$ cat src/rtl/mef_tanques_pkg.sv
// Shared state codes, default timing constants and sizing helper for the tank controller.
package mef_tanques_pkg;

  localparam int unsigned SW = 3;

  typedef enum logic [SW-1:0] {
    ST_IDLE  = 3'd0,
    ST_FILL  = 3'd1,
    ST_PROC  = 3'd2,
    ST_WAIT  = 3'd3,
    ST_DRAIN = 3'd4,
    ST_ALARM = 3'd5
  } state_t;

  localparam int unsigned DEF_N_CH        = 4;
  localparam int unsigned DEF_TW          = 8;
  localparam int unsigned DEF_T_FILL_MAX  = 200;
  localparam int unsigned DEF_T_PROC      = 50;
  localparam int unsigned DEF_T_DRAIN_MAX = 200;

  // Width of a channel index; never below one bit so a single-channel build still has a pointer.
  function automatic int unsigned idx_w(input int unsigned n);
    return (n > 1) ? $clog2(n) : 1;
  endfunction

endpackage

$ cat src/rtl/mef_canal.sv
// One tank channel: fill / process / wait-for-pump / drain / alarm sequence with its own timer.
module mef_canal
  import mef_tanques_pkg::*;
#(
  parameter int unsigned TW          = DEF_TW,
  parameter int unsigned T_FILL_MAX  = DEF_T_FILL_MAX,
  parameter int unsigned T_PROC      = DEF_T_PROC,
  parameter int unsigned T_DRAIN_MAX = DEF_T_DRAIN_MAX
) (
  input  logic   clock,
  input  logic   reset_n,
  input  logic   i_start,
  input  logic   i_nivel_alto,
  input  logic   i_nivel_baixo,
  input  logic   i_ack,
  input  logic   i_grant,
  output logic   o_ev,
  output logic   o_ve,
  output logic   o_alarme,
  output state_t o_estado
);

  state_t        r_state;
  state_t        w_next;
  logic [TW-1:0] r_timer;
  logic          r_ev;
  logic          r_ve;
  logic          r_alarme;
  logic          w_fault;
  logic          w_fill_to;
  logic          w_proc_to;
  logic          w_drain_to;

  assign w_fault    = i_nivel_alto & i_nivel_baixo;
  assign w_fill_to  = (r_timer == TW'(T_FILL_MAX - 1));
  assign w_proc_to  = (r_timer == TW'(T_PROC - 1));
  assign w_drain_to = (r_timer == TW'(T_DRAIN_MAX - 1));

  // State register
  always_ff @(posedge clock or negedge reset_n) begin
    if (!reset_n) r_state <= ST_IDLE;
    else          r_state <= w_next;
  end

  // Next-state logic; a both-sensors-high fault pre-empts every active-state transition
  always_comb begin
    w_next = r_state;
    case (r_state)
      ST_IDLE:  if (i_start) w_next = ST_FILL;
      ST_FILL: begin
        if      (w_fault)      w_next = ST_ALARM;
        else if (i_nivel_alto) w_next = ST_PROC;
        else if (w_fill_to)    w_next = ST_ALARM;
        else if (!i_start)     w_next = ST_WAIT;
      end
      ST_PROC: begin
        if      (w_fault)                w_next = ST_ALARM;
        else if (w_proc_to || !i_start)  w_next = ST_WAIT;
      end
      ST_WAIT: begin
        if      (w_fault) w_next = ST_ALARM;
        else if (i_grant) w_next = ST_DRAIN;
      end
      ST_DRAIN: begin
        if      (w_fault)       w_next = ST_ALARM;
        else if (i_nivel_baixo) w_next = ST_IDLE;
        else if (w_drain_to)    w_next = ST_ALARM;
      end
      ST_ALARM: if (i_ack) w_next = ST_IDLE;
      default:  w_next = ST_IDLE;
    endcase
  end

  // Time-in-state counter: zero on entry, saturating count while the state holds
  always_ff @(posedge clock or negedge reset_n) begin
    if (!reset_n)                    r_timer <= '0;
    else if (w_next != r_state)      r_timer <= '0;
    else if (r_timer != {TW{1'b1}})  r_timer <= r_timer + TW'(1);
  end

  // Valve/alarm flops track the state being entered so they line up with the state register
  always_ff @(posedge clock or negedge reset_n) begin
    if (!reset_n) begin
      r_ev     <= 1'b0;
      r_ve     <= 1'b0;
      r_alarme <= 1'b0;
    end else begin
      r_ev     <= (w_next == ST_FILL);
      r_ve     <= (w_next == ST_DRAIN);
      r_alarme <= (w_next == ST_ALARM);
    end
  end

  assign o_ev     = r_ev;
  assign o_ve     = r_ve;
  assign o_alarme = r_alarme;
  assign o_estado = r_state;

endmodule

$ cat src/rtl/mef_tanques.sv
// Multi-tank controller: N_CH channel FSMs sharing one drain pump via a round-robin arbiter.
module mef_tanques
  import mef_tanques_pkg::*;
#(
  parameter int unsigned N_CH        = DEF_N_CH,
  parameter int unsigned TW          = DEF_TW,
  parameter int unsigned T_FILL_MAX  = DEF_T_FILL_MAX,
  parameter int unsigned T_PROC      = DEF_T_PROC,
  parameter int unsigned T_DRAIN_MAX = DEF_T_DRAIN_MAX
) (
  input  logic               clock,
  input  logic               reset_n,
  input  logic               start,
  input  logic [N_CH-1:0]    nivel_alto,
  input  logic [N_CH-1:0]    nivel_baixo,
  input  logic [N_CH-1:0]    ack_alarme,
  output logic [N_CH-1:0]    ev,
  output logic [N_CH-1:0]    ve,
  output logic               motor,
  output logic [N_CH-1:0]    alarme,
  output logic [SW*N_CH-1:0] estado
);

  localparam int unsigned PW = idx_w(N_CH);

  state_t          w_state [N_CH];
  logic [N_CH-1:0] w_wait;
  logic [N_CH-1:0] w_drain;
  logic [N_CH-1:0] w_grant;
  logic [PW-1:0]   r_ptr;
  logic [PW-1:0]   w_winner;
  logic            w_found;

  for (genvar gi = 0; gi < N_CH; gi++) begin : g_ch
    mef_canal #(
      .TW          (TW),
      .T_FILL_MAX  (T_FILL_MAX),
      .T_PROC      (T_PROC),
      .T_DRAIN_MAX (T_DRAIN_MAX)
    ) u_canal (
      .clock         (clock),
      .reset_n       (reset_n),
      .i_start       (start),
      .i_nivel_alto  (nivel_alto[gi]),
      .i_nivel_baixo (nivel_baixo[gi]),
      .i_ack         (ack_alarme[gi]),
      .i_grant       (w_grant[gi]),
      .o_ev          (ev[gi]),
      .o_ve          (ve[gi]),
      .o_alarme      (alarme[gi]),
      .o_estado      (w_state[gi])
    );

    assign estado[SW*gi +: SW] = w_state[gi];
    assign w_wait[gi]          = (w_state[gi] == ST_WAIT);
    assign w_drain[gi]         = (w_state[gi] == ST_DRAIN);
  end

  assign motor = |ve;

  // Round-robin pick: first waiting channel at or after the pointer, only while the pump is free
  always_comb begin
    w_grant  = '0;
    w_found  = 1'b0;
    w_winner = '0;
    if (!(|w_drain)) begin
      for (int unsigned k = 0; k < N_CH; k++) begin
        if (!w_found && w_wait[PW'((32'(r_ptr) + k) % N_CH)]) begin
          w_found  = 1'b1;
          w_winner = PW'((32'(r_ptr) + k) % N_CH);
        end
      end
      if (w_found) w_grant[w_winner] = 1'b1;
    end
  end

  // Pointer moves just past the last winner
  always_ff @(posedge clock or negedge reset_n) begin
    if (!reset_n)     r_ptr <= '0;
    else if (w_found) r_ptr <= (w_winner == PW'(N_CH - 1)) ? '0 : w_winner + PW'(1);
  end

endmodule

$ cat config.mk
export PLATFORM = sky130hd
export DESIGN_NAME = mef_tanques
export DESIGN_NICKNAME = d
export VERILOG_FILES = /design/src/rtl/mef_tanques_pkg.sv /design/src/rtl/mef_canal.sv /design/src/rtl/mef_tanques.sv
export SDC_FILE = /design/constraint.sdc
export NUM_CORES = 1
export LEC_CHECK = 0
export ABC_AREA = 0
export CORE_UTILIZATION = 61
export DETAILED_ROUTE_END_ITERATION = 10
export DONT_BUFFER_PORTS = 1
export GPL_TIMING_DRIVEN = 0
export HOLD_SLACK_MARGIN = 0.05
export PLACE_DENSITY = 0.77
export SLEW_MARGIN = 25
export SYNTH_ARGS = -nofsm -noshare
export SYNTH_HDL_FRONTEND = slang
export SYNTH_SLANG_ARGS = --single-unit
export TNS_END_PERCENT = 30
$ cat constraint.sdc
create_clock -name clock -period 2.9 [get_ports clock]
set_input_delay 0.29 -clock clock [delete_from_list [all_inputs] [get_ports clock]]
set_output_delay 0.29 -clock clock [all_outputs]
set_load 0.02 [all_outputs]
After elaboration in Yosys (flattened, before gate mapping)
Cells that the tools add are included.
{ "word_totals": {"output_inout_bits": 25, "elab_cells": 202, "inputBits": 15, "ff_bits": 58} }
{ "classes": {"n_mux": 92, "n_bitwise": 4, "n_lt_le_gt_ge": 6, "eq_ne": 49, "n_addsub": 8, "n_reduce_logical": 22} }
{ "op_table": {"columns": ["cell", "n"], "rows": [
  ["2-to-1 mux 3 bit", 52],
  ["case mux 3 bit (6 select lines)", 4],
  ["2-to-1 mux 8 bit", 8],
  ["equality test 3 bit, second input constant", 16],
  ["adder 8 x 1 -> 8 bit, second input constant", 4],
  ["equality test 8 x 6 -> 1 bit, second input constant", 4],
  ["equality test 8 bit, second input constant", 4],
  ["!= test 8 bit, second input constant", 4],
  ["equality test 3 x 1 -> 1 bit, second input constant", 8],
  ["equality test 3 x 2 -> 1 bit, second input constant", 8],
  ["< comparator 2 x 3 -> 1 bit, second input constant", 5],
  ["2-to-1 mux 1 bit", 14],
  ["2-to-1 mux 2 bit", 7],
  ["zero test 3 bit", 4],
  ["!= test 3 bit", 4],
  ["binary-select mux 1 bit (select 2 bit)", 4],
  ["2-to-1 mux 4 bit", 2],
  ["nonzero test 2 bit", 4],
  ["OR reduction 4 bit", 2],
  ["adder 2 x 1 -> 2 bit, second input constant", 2],
  ["adder 2 bit, second input constant", 2],
  ["AND 1 bit", 4],
  ["logical AND 1 bit", 4],
  ["zero test 1 bit", 4],
  ["other kinds (4)", 7]
]} }

Longest topological paths before layout
Gate-level depths: netlist of run 1.
{ "logic_depth": {"ltp_word": 28, "depth_mapped": 9, "depth_no_buf": 9} }

Cells and area by module
Synthesis of run 1 repeated with hierarchy kept, for this count alone.
{ "hier_totals": {"cells_unflattened": 442, "area_unflattened_um2": 3978.8} }
{ "by_module_without_submodules": {"columns": ["module", "instances", "area_each_um2", "cells_each", "seq_area_each_um2"], "rows": [
  ["mef_canal", 4, 917.1, 101, 350.3],
  ["mef_tanques", 1, 310.3, 38, 50.0]
]} }

Worst setup path before layout of run 1
Ideal clock, no wire load.
{ "synth_timing": {"path_type": "reg-to-reg", "startpoint": "register g_ch[1].u_canal.r_state[2]", "endpoint": "register g_ch[0].u_canal.r_timer[6]", "setup_time_ps": 128, "t_arrival_ps": 2147, "stages_incl_launch_ff": 8, "path_buffers": 1, "t_required_ps": 2772, "path_slack_ps": 625, "synth_period_minus_slack_ps": 2275, "path_cell_list": "dfrtp_1 -> buf_4 -> nor3b_1 -> or4_4 -> a311o_2 -> o211ai_1 -> a211o_1 -> nor3_1"} }
{ "synth_between": {"elab_chain_cells": 28, "word_cells_on_any_way": 43, "classes_between": "order compare: 2; eq/ne: 3; mux: 29; reduce/logical: 9"} }
{ "synth_lines": {"columns": ["item", "line", "rtl"], "rows": [
  ["start, declared", "mef_canal.sv:23", "state_t r_state;"],
  ["start signal, assigned", "mef_canal.sv:42", "else r_state <= w_next;"],
  ["equality test 3 x 2 -> 1 bit", "mef_tanques.sv:55", "assign w_wait[gi] = (w_state[gi] == ST_WAIT);"],
  ["binary-select mux 1 bit (select 2 bit)", "mef_tanques.sv:68", "if (!w_found && w_wait[PW'((32'(r_ptr) + k) % N_CH)]) begin"],
  ["2-to-1 mux 1 bit (not written as such)", "mef_tanques.sv:68", null],
  ["2-to-1 mux 1 bit", "mef_tanques.sv:68", null],
  ["2-to-1 mux 1 bit", "mef_tanques.sv:66", "if (!(|w_drain)) begin"],
  ["zero test 1 bit", "mef_tanques.sv:68", null],
  ["logical AND 1 bit", "mef_tanques.sv:68", null],
  ["2-to-1 mux 1 bit", "mef_tanques.sv:68", null],
  ["[12 not listed]", null, null],
  ["demux 1 bit (select 2 bit)", "mef_tanques.sv:73", "if (w_found) w_grant[w_winner] = 1'b1;"],
  ["2-to-1 mux 4 bit", "mef_tanques.sv:73", null],
  ["2-to-1 mux 4 bit (*)", "mef_tanques.sv:66", null],
  ["2-to-1 mux 3 bit (*)", "mef_canal.sv:62", "else if (i_grant) w_next = ST_DRAIN;"],
  ["2-to-1 mux 3 bit (*)", "mef_canal.sv:61", "if (w_fault) w_next = ST_ALARM;"],
  ["case mux 3 bit (6 select lines) (*)", "mef_canal.sv:48", "case (r_state)"],
  ["!= test 3 bit (*)", "mef_canal.sv:77", "else if (w_next != r_state) r_timer <= '0;"],
  ["2-to-1 mux 8 bit / nonzero test 2 bit (equally long branches)", null, null],
  ["end signal, assigned", "mef_canal.sv:78", "else if (r_timer != {TW{1'b1}}) r_timer <= r_timer + TW'(1);"],
  ["end, declared", "mef_canal.sv:25", "logic [TW-1:0] r_timer;"]
]} }
Mark *: on every way between the ends. The rest lies on a longest branch, timed or not. The select of a mux whose other input is x is not followed.
A chain may end at the register's enable or synchronous reset.

Worst setup path in the final report of run 1
{ "layout_timing": {"startpoint": "register g_ch[0].u_canal.r_state[1]", "endpoint": "register g_ch[1].u_canal.r_ve"} }
{ "layout_between": {"elab_chain_cells": 27, "word_cells_on_any_way": 41, "classes_between": "order compare: 2; eq/ne: 3; mux: 28; reduce/logical: 8"} }
{ "layout_lines": {"columns": ["item", "line", "rtl"], "rows": [
  ["start, declared", "mef_canal.sv:23", null],
  ["start signal, assigned", "mef_canal.sv:42", null],
  ["equality test 3 x 2 -> 1 bit", "mef_tanques.sv:55", null],
  ["binary-select mux 1 bit (select 2 bit)", "mef_tanques.sv:68", null],
  ["2-to-1 mux 1 bit (not written as such)", "mef_tanques.sv:68", null],
  ["2-to-1 mux 1 bit", "mef_tanques.sv:68", null],
  ["2-to-1 mux 1 bit", "mef_tanques.sv:66", null],
  ["zero test 1 bit", "mef_tanques.sv:68", null],
  ["logical AND 1 bit", "mef_tanques.sv:68", null],
  ["2-to-1 mux 1 bit", "mef_tanques.sv:68", null],
  ["[12 not listed]", null, null],
  ["demux 1 bit (select 2 bit)", "mef_tanques.sv:73", null],
  ["2-to-1 mux 4 bit", "mef_tanques.sv:73", null],
  ["2-to-1 mux 4 bit (*)", "mef_tanques.sv:66", null],
  ["2-to-1 mux 3 bit (*)", "mef_canal.sv:62", null],
  ["2-to-1 mux 3 bit (*)", "mef_canal.sv:61", null],
  ["case mux 3 bit (6 select lines) (*)", "mef_canal.sv:48", null],
  ["named net g_ch[1].u_canal.w_next[0]", "mef_canal.sv:24", "state_t w_next;"],
  ["equality test 3 bit (*)", "mef_canal.sv:89", "r_ve <= (w_next == ST_DRAIN);"],
  ["end signal, assigned", "mef_canal.sv:89", null],
  ["end, declared", "mef_canal.sv:27", "logic r_ve;"]
]} }
The timed path passes the listed nets; every way through them passes the cells marked *. The select of a mux whose other input is x is not followed.

==> impl_metrics.env, run 1 <==
export IMPL_outcome="completed"
export IMPL_core_area_um2=6030
export IMPL_finalSetupTns_ns=0
export IMPL_die_area_um2=6710
export IMPL_synth_area_leader_cell="dfrtp_1"
export IMPL_final_net_count=468
export IMPL_synth_nets=455
export IMPL_grt_use_met1_pct=35.6
export IMPL_io_buffers=0
export IMPL_async_flop_share_pct=100
export IMPL_antennaDiodeCount=0
export IMPL_synthCells=432
export IMPL_fin_crit_sh_pct=89.5
export IMPL_start_util_pct=64.6
export IMPL_use_met3_pct=5.44
export IMPL_h_tree_depth=3
export IMPL_post_cts_buffers=0
export IMPL_hp_class="primary input to flop"
export IMPL_max_slew_margin_pct=53.8
export IMPL_routed_wl_um=8430
export IMPL_grt_first_pass_wirelength_um=14200
export IMPL_p_seq_share_pct=32.5
export IMPL_antenna_found_initial=0
export IMPL_hold_viol_final=0
export IMPL_rows=28
export IMPL_globalRouteOverflowTotal=0
export IMPL_final_common_cell="dfrtp_1"
export IMPL_cts_tree="done"
export IMPL_end_kind="flop"
export IMPL_peakVddDrop_mv=0.590
export IMPL_total_power_mw=4.01
export IMPL_tightestPinTransition_ns=0.689
export IMPL_p_leak_nw=1.80
export IMPL_slew_violations=0
export IMPL_power_internal_mw=2.17
export IMPL_p_clk_share_pct=16.2
export IMPL_synth_area_top_cells="dfrtp_1 37%, nor2_1 5.0%, nand3_1 3.5%"
export IMPL_area_growth_pct=7.71
export IMPL_critical_path_class="flop to flop"
export IMPL_path_clk_slew_ns=0.07
export IMPL_final_antenna_net_count=0
export IMPL_synth_top_area_share_pct=37.3
export IMPL_hpwl_um=5980
export IMPL_die_h_um=81.9
export IMPL_grt_max_degree=59
export IMPL_syn_avg_cell_area_um2=9.01
export IMPL_io_pins=40
export IMPL_cp_required_ns=3.18
export IMPL_skew_ns=0.00777
export IMPL_power_switching_mw=1.84
export IMPL_clkSinkCount=58
export IMPL_synth_edff_count=0
export IMPL_first_global_vias=3154
export IMPL_rsz0062_at_grt="false"
export IMPL_vias=3338
export IMPL_drt_iter0_markers=177
export IMPL_die_width_um=81.9
export IMPL_synth_main_ff_cell="dfrtp_1"
export IMPL_drive_gt1_share_pct=14.5
export IMPL_routabilityCongestion=0.895
export IMPL_use_met2_pct=45.4
export IMPL_ctsResizeCount=0
export IMPL_ys_seq_area_share_pct=37.3
export IMPL_setup_viol=0
export IMPL_grt_busiest_layer="met2"
export IMPL_cts_path_max_buffers=2
export IMPL_vias_per_cell=6.37
export IMPL_first_pass_iters=5
export IMPL_clk_latency_ns=0.35
export IMPL_switching_share_pct=46.0
export IMPL_cts_root_buf="clkbuf_8"
export IMPL_crit_arrival_ns=2.88
export IMPL_grt_usage_pct=28.0
export IMPL_crit_fanout=10
export IMPL_yosysWarnings=0
export IMPL_wire_per_inst_um=16.1
export IMPL_hold_buffers=2
export IMPL_yosysUniqueCellTypes=79
export IMPL_fmaxAchievable_ghz=0.385
export IMPL_power_density_nw_per_um2=957
export IMPL_synth_area_um2=3890
export IMPL_worstSetupStartpointType="flop"
export IMPL_cts_buffers=9
export IMPL_most_common_layout_cells="58 x dfrtp_1, 52 x nor2_1, 27 x nand3_1"
export IMPL_synth_seq_cells=58
export IMPL_period_minus_slack_ns=2.60
export IMPL_cap_viol_max_count=0
export IMPL_drc=0
export IMPL_combPwrFrac_pct=51.3
cell type report:
class	instances	area (um^2)
Clock buffer	10	138
Buffer	31	206
Inverter	19	71.3
Tap cell	75	93.8
Clock inverter	5	31.3
Sequential cell	58	1450
Timing Repair Buffer	2	37.5
Multi-Input combinational cell	324	2160
Fill cell	483	1830
power by group through the flow:
stage               combinational [mW]  sequential, mW  clock [mW]
finish                            2.06            1.30       0.651
global route                      2.30            1.34       0.702
CTS                               2.05            1.30       0.664
detailed placement                2.02            1.32           0
global placement                  1.98            1.31           0
floorplan                         1.68            1.26           0
cells by family after synthesis:
kind of cell | after synthesis | synth area share, %
compound gates | 105 | 20.2
fa+ha+maj | 8 | 2.57
mux | 3 | 0.771
xor+xnor | 10 | 2.25
simple gates | 198 | 29.8
buf+inv | 50 | 7.13
flops | 58 | 37.3
sequential cells by signal, summed over array words and instances (netlist names):
register / flops
g_ch.u_canal.o_estado: 12
g_ch.u_canal.o_alarme: 4
g_ch.u_canal.r_timer: 32
r_ptr: 2
g_ch.u_canal.o_ev: 4
g_ch.u_canal.o_ve: 4
routing by layer:
metal	routed length [um]	vias up
met4	156	0
met5	0	-
li1	-	1622
met2	3990	122
met1	3770	1583
met3	516	11
worst max-delay path: stages, from the launching register on:
cell and delay [ns]:
dfrtp_1 0.46, clkbuf_1 0.24, and4b_1 0.26, o31ai_1 0.36, and3_1 0.33, nand3_2 0.17, a2111oi_4 0.48, inv_1 0.11
nor2_1 0.11
cell usage after synthesis, types with 6 or more instances:
library cell  instances
clkbuf_1              8
buf_4                16
ha_1                  8
nor3b_1               7
nand4_1               8
nand3_1              27
nand2_1               9
a21oi_1              19
nor3_1               18
dfrtp_1              58
o21ai_0              19
and2_1                6
and3_1               12
a31oi_1               9
nand2b_1              8
inv_1                19
or4_1                 6
a211oi_1              7
nor2_1               52
nor2b_1               7
per-stage QoR:
step | area (um^2) | hold WS (ns) | setup WS [ns] | util (%) | cells
CTS | 4190 | 0.0667 | 0.324 | 69.6 | 524
global route | 4190 | 0.0732 | 0.0674 | 69.6 | 524
global placement | 3990 | -0.00436 | 0.385 | 66.2 | 507
finish | 4190 | 0.0755 | 0.303 | 69.6 | 524
floorplan | 3890 | -0.00559 | 0.625 | - | 432
detailed placement | 3990 | -0.00431 | 0.340 | 66.2 | 507
final timing paths:
| kind | startpoint | end | slack, ns | depth (start not counted) |
|---|---|---|---|---|
| setup / recovery | g_ch[0].u_canal.o_estado[1]$_DFF_PN0_ | g_ch[1].u_canal.o_ve$_DFF_PN0_ | 0.30 | 8 |
| hold / removal | nivel_alto[3] | g_ch[3].u_canal.o_estado[1]$_DFF_PN0_ | 0.08 | 1 |
| setup reg to reg | g_ch[0].u_canal.o_estado[1]$_DFF_PN0_ | g_ch[1].u_canal.o_ve$_DFF_PN0_ | 0.30 | 8 |
| hold reg to reg | g_ch[2].u_canal.r_timer[6]$_DFFE_PN0P_ | g_ch[2].u_canal.r_timer[6]$_DFFE_PN0P_ | 0.55 | 1 |
| max in group asynchronous | reset_n | r_ptr[1]$_DFFE_PN0P_ | 2.17 | 2 |
| min in group asynchronous | reset_n | g_ch[2].u_canal.o_estado[2]$_DFF_PN0_ | 0.49 | 2 |
Power figures use the tool's default switching activity.
==> run 2: changes to the inputs <==
--- a/config.mk
+++ b/config.mk
@@ -6,12 +6,15 @@
 export NUM_CORES = 1
 export LEC_CHECK = 0
 export ABC_AREA = 0
+export CORE_ASPECT_RATIO = 1.25
+export CORE_MARGIN = 1
 export CORE_UTILIZATION = 61
 export DETAILED_ROUTE_END_ITERATION = 10
 export DONT_BUFFER_PORTS = 1
 export GPL_TIMING_DRIVEN = 0
 export HOLD_SLACK_MARGIN = 0.05
 export PLACE_DENSITY = 0.77
+export RECOVER_POWER = 50
 export SLEW_MARGIN = 25
 export SYNTH_ARGS = -nofsm -noshare
 export SYNTH_HDL_FRONTEND = slang
==> run 2 against run 1 <==
  * Design area is 0.57% lower
  * Clock skew is 0.0025 ns lower
  * Critical path depth stayed put
  * Hold slack better by 0.011 ns
  * Global-route usage is 0.99 points lower
  * Fmax is 3.4% lower
  * Register-to-register slack worse by 0.09 ns
  * First-iteration DRC count is 2.8% lower
  * Combinational power hardly changed
  * Utilization is 2.0 points lower
  * Sequential share of layout area is 0.20 points higher
  * Die area hardly changed
  * Largest cell class unchanged
  * Highest routed layer unchanged
==> impl_metrics.env, run 2 (same netlist as run 1, synthesis figures left out) <==
export IMPL_outcome="completed"
export IMPL_final_antenna_net_count=0
export IMPL_die_h_um=91.3
export IMPL_hold_viol_final=0
export IMPL_final_common_cell="dfrtp_1"
export IMPL_clk_latency_ns=0.34
export IMPL_cts_buffers=9
export IMPL_wire_per_inst_um=15.8
export IMPL_first_global_vias=3125
export IMPL_most_common_layout_cells="58 x dfrtp_1, 52 x nor2_1, 27 x nand3_1"
export IMPL_drt_iter0_markers=172
export IMPL_hold_ws_ns=0.0861
export IMPL_h_tree_depth=3
export IMPL_fmaxAchievable_ghz=0.372
export IMPL_antennaDiodeCount=0
export IMPL_worstSetupStartpointType="flop"
export IMPL_drive_gt1_share_pct=13.4
export IMPL_cts_root_buf="clkbuf_8"
export IMPL_grt_first_pass_wirelength_um=14100
export IMPL_grt_usage_pct=27.0
export IMPL_cts_path_max_buffers=2
export IMPL_io_pins=40
export IMPL_fin_crit_sh_pct=92.7
export IMPL_slowest_delay_ns=0.48
export IMPL_p_leak_nw=1.77
export IMPL_cp_required_ns=3.15
export IMPL_end_kind="flop"
export IMPL_die_width_um=73.5
export IMPL_antenna_found_initial=0
export IMPL_crit_arrival_ns=2.93
export IMPL_combPwrFrac_pct=51.2
export IMPL_critical_path_class="flop to flop"
export IMPL_clkSinkCount=58
export IMPL_place_inst=517
export IMPL_power_density_nw_per_um2=964
export IMPL_core_area_um2=6170
export IMPL_area_growth_pct=7.10
export IMPL_use_met2_pct=45.0
export IMPL_rsz0062_at_grt="false"
export IMPL_hpwl_um=5990
export IMPL_final_net_count=468
export IMPL_slew_violations=0
export IMPL_crit_fanout=10
export IMPL_vias=3346
export IMPL_cap_viol_max_count=0
export IMPL_switching_share_pct=46.0
export IMPL_routed_wl_um=8430
export IMPL_setup_viol=0
export IMPL_peakVddDrop_mv=0.470
export IMPL_io_buffers=0
export IMPL_grt_busiest_layer="met2"
export IMPL_globalRouteOverflowTotal=0
export IMPL_drc=0
export IMPL_hp_class="primary input to flop"
export IMPL_cp_slowest_cell="dfrtp_1"
export IMPL_skew_ns=0.00528
export IMPL_grt_max_degree=59
export IMPL_power_internal_mw=2.17
export IMPL_post_cts_buffers=0
export IMPL_path_clk_slew_ns=0.06
export IMPL_p_seq_share_pct=32.5
export IMPL_start_util_pct=63.1
export IMPL_largest_reg_flops=32
export IMPL_worstSetupStartpoint="g_ch[0].u_canal.o_estado[1]$_DFF_PN0_"
export IMPL_routabilityCongestion=0.925
export IMPL_use_met3_pct=5.99
export IMPL_reg2reg_from="g_ch[0].u_canal.o_estado[1]$_DFF_PN0_"
export IMPL_path_cells="clkbuf_1 > and4b_1 > o31ai_1 > and3_1 > nand3_2 > a2111oi_4 > inv_1 > nor2_1"
export IMPL_cts_tree="done"
export IMPL_rows=32
export IMPL_die_area_um2=6710
export IMPL_period_minus_slack_ns=2.69
export IMPL_power_switching_mw=1.85
export IMPL_max_slew_margin_pct=4.28
export IMPL_worstHoldStart="nivel_alto[3]"
export IMPL_finalSetupTns_ns=0
export IMPL_vias_per_cell=6.27
export IMPL_grt_use_met1_pct=32.1
export IMPL_tightestPinTransition_ns=1.44
export IMPL_first_pass_iters=5
export IMPL_p_clk_share_pct=16.2
export IMPL_largest_register="g_ch.u_canal.r_timer"
export IMPL_final_cells=534
==> run 2: cell types whose count changed in the layout (fill, tap and decap cells not counted) <==
cell        change
clkbuf_2        +1
buf_16          -1
buf_4           -5
o21ai_2         +1
clkbuf_1        +6
clkbuf_8        +1
o21ai_1         -1
clkinvlp_4      -1
clkinv_4        -1
==> run 2: stage by stage <==
stage	instance area, um^2	setup slack (ns)	total power, mW	utilization (%)
final	4170	0.210	4.02	67.6
after global routing	4170	0.00106	4.32	67.6
after CTS	4210	0.219	4.03	68.2
after detailed placement	4000	0.230	3.35	64.9
after global placement	4000	0.282	3.29	64.9
after floorplan	3890	0.625	2.94	-
==> run 2: area by class of cell <==
type | count | area, um^2
flip-flops and latches | 58 | 1450
plain buffers | 31 | 188
repair buffers | 2 | 15.0
inverters | 19 | 71.3
multi-input cells | 324 | 2170
well taps | 85 | 106
clock buffers | 12 | 155
clock inverters | 3 | 15.0
fillers | 552 | 2000
==> run 2: power by group through the flow <==
stage | logic [mW] | registers [mW] | clock network (mW)
finish | 2.06 | 1.31 | 0.653
global route | 2.28 | 1.34 | 0.698
detailed placement | 2.03 | 1.32 | 0
floorplan | 1.68 | 1.26 | 0
global placement | 1.98 | 1.31 | 0
CTS | 2.06 | 1.31 | 0.664
==> run 2: path summary, 6_finish.rpt <==
kind / endpoint / slack (ns) / cells past startpoint
max in group asynchronous: g_ch[1].u_canal.r_timer[0]$_DFFE_PN0P_ / 1.20 / 2
min in group asynchronous: g_ch[2].u_canal.o_alarme$_DFF_PN0_ / 0.85 / 2
worst max-delay path: g_ch[1].u_canal.o_ve$_DFF_PN0_ / 0.21 / 8
worst min-delay path: g_ch[3].u_canal.o_estado[1]$_DFF_PN0_ / 0.09 / 1
worst min register to register: g_ch[2].u_canal.r_timer[6]$_DFFE_PN0P_ / 0.54 / 1
worst max register to register: g_ch[1].u_canal.o_ve$_DFF_PN0_ / 0.21 / 8
==> run 2: what timing repair did <==
item	in CTS	in global routing
endpoints found under the hold margin	58	0
endpoints found under the setup margin	0	1
resized for setup	0	1
hold buffers	2	0
==> run 2: critical path, delay by kind of cell, from the launching register on <==
kind,cells,cell delay [ns]
DFF,1,0.48
AOI/OAI and AO/OA,2,0.82
and+or+nand+nor,4,0.94
buffers and inverters,2,0.35
==> run 2: metal layers <==
layer	vias up	routed length, um
met4	0	211
met3	18	358
li1	1623	-
met1	1624	3590
met2	81	4270
met5	-	0
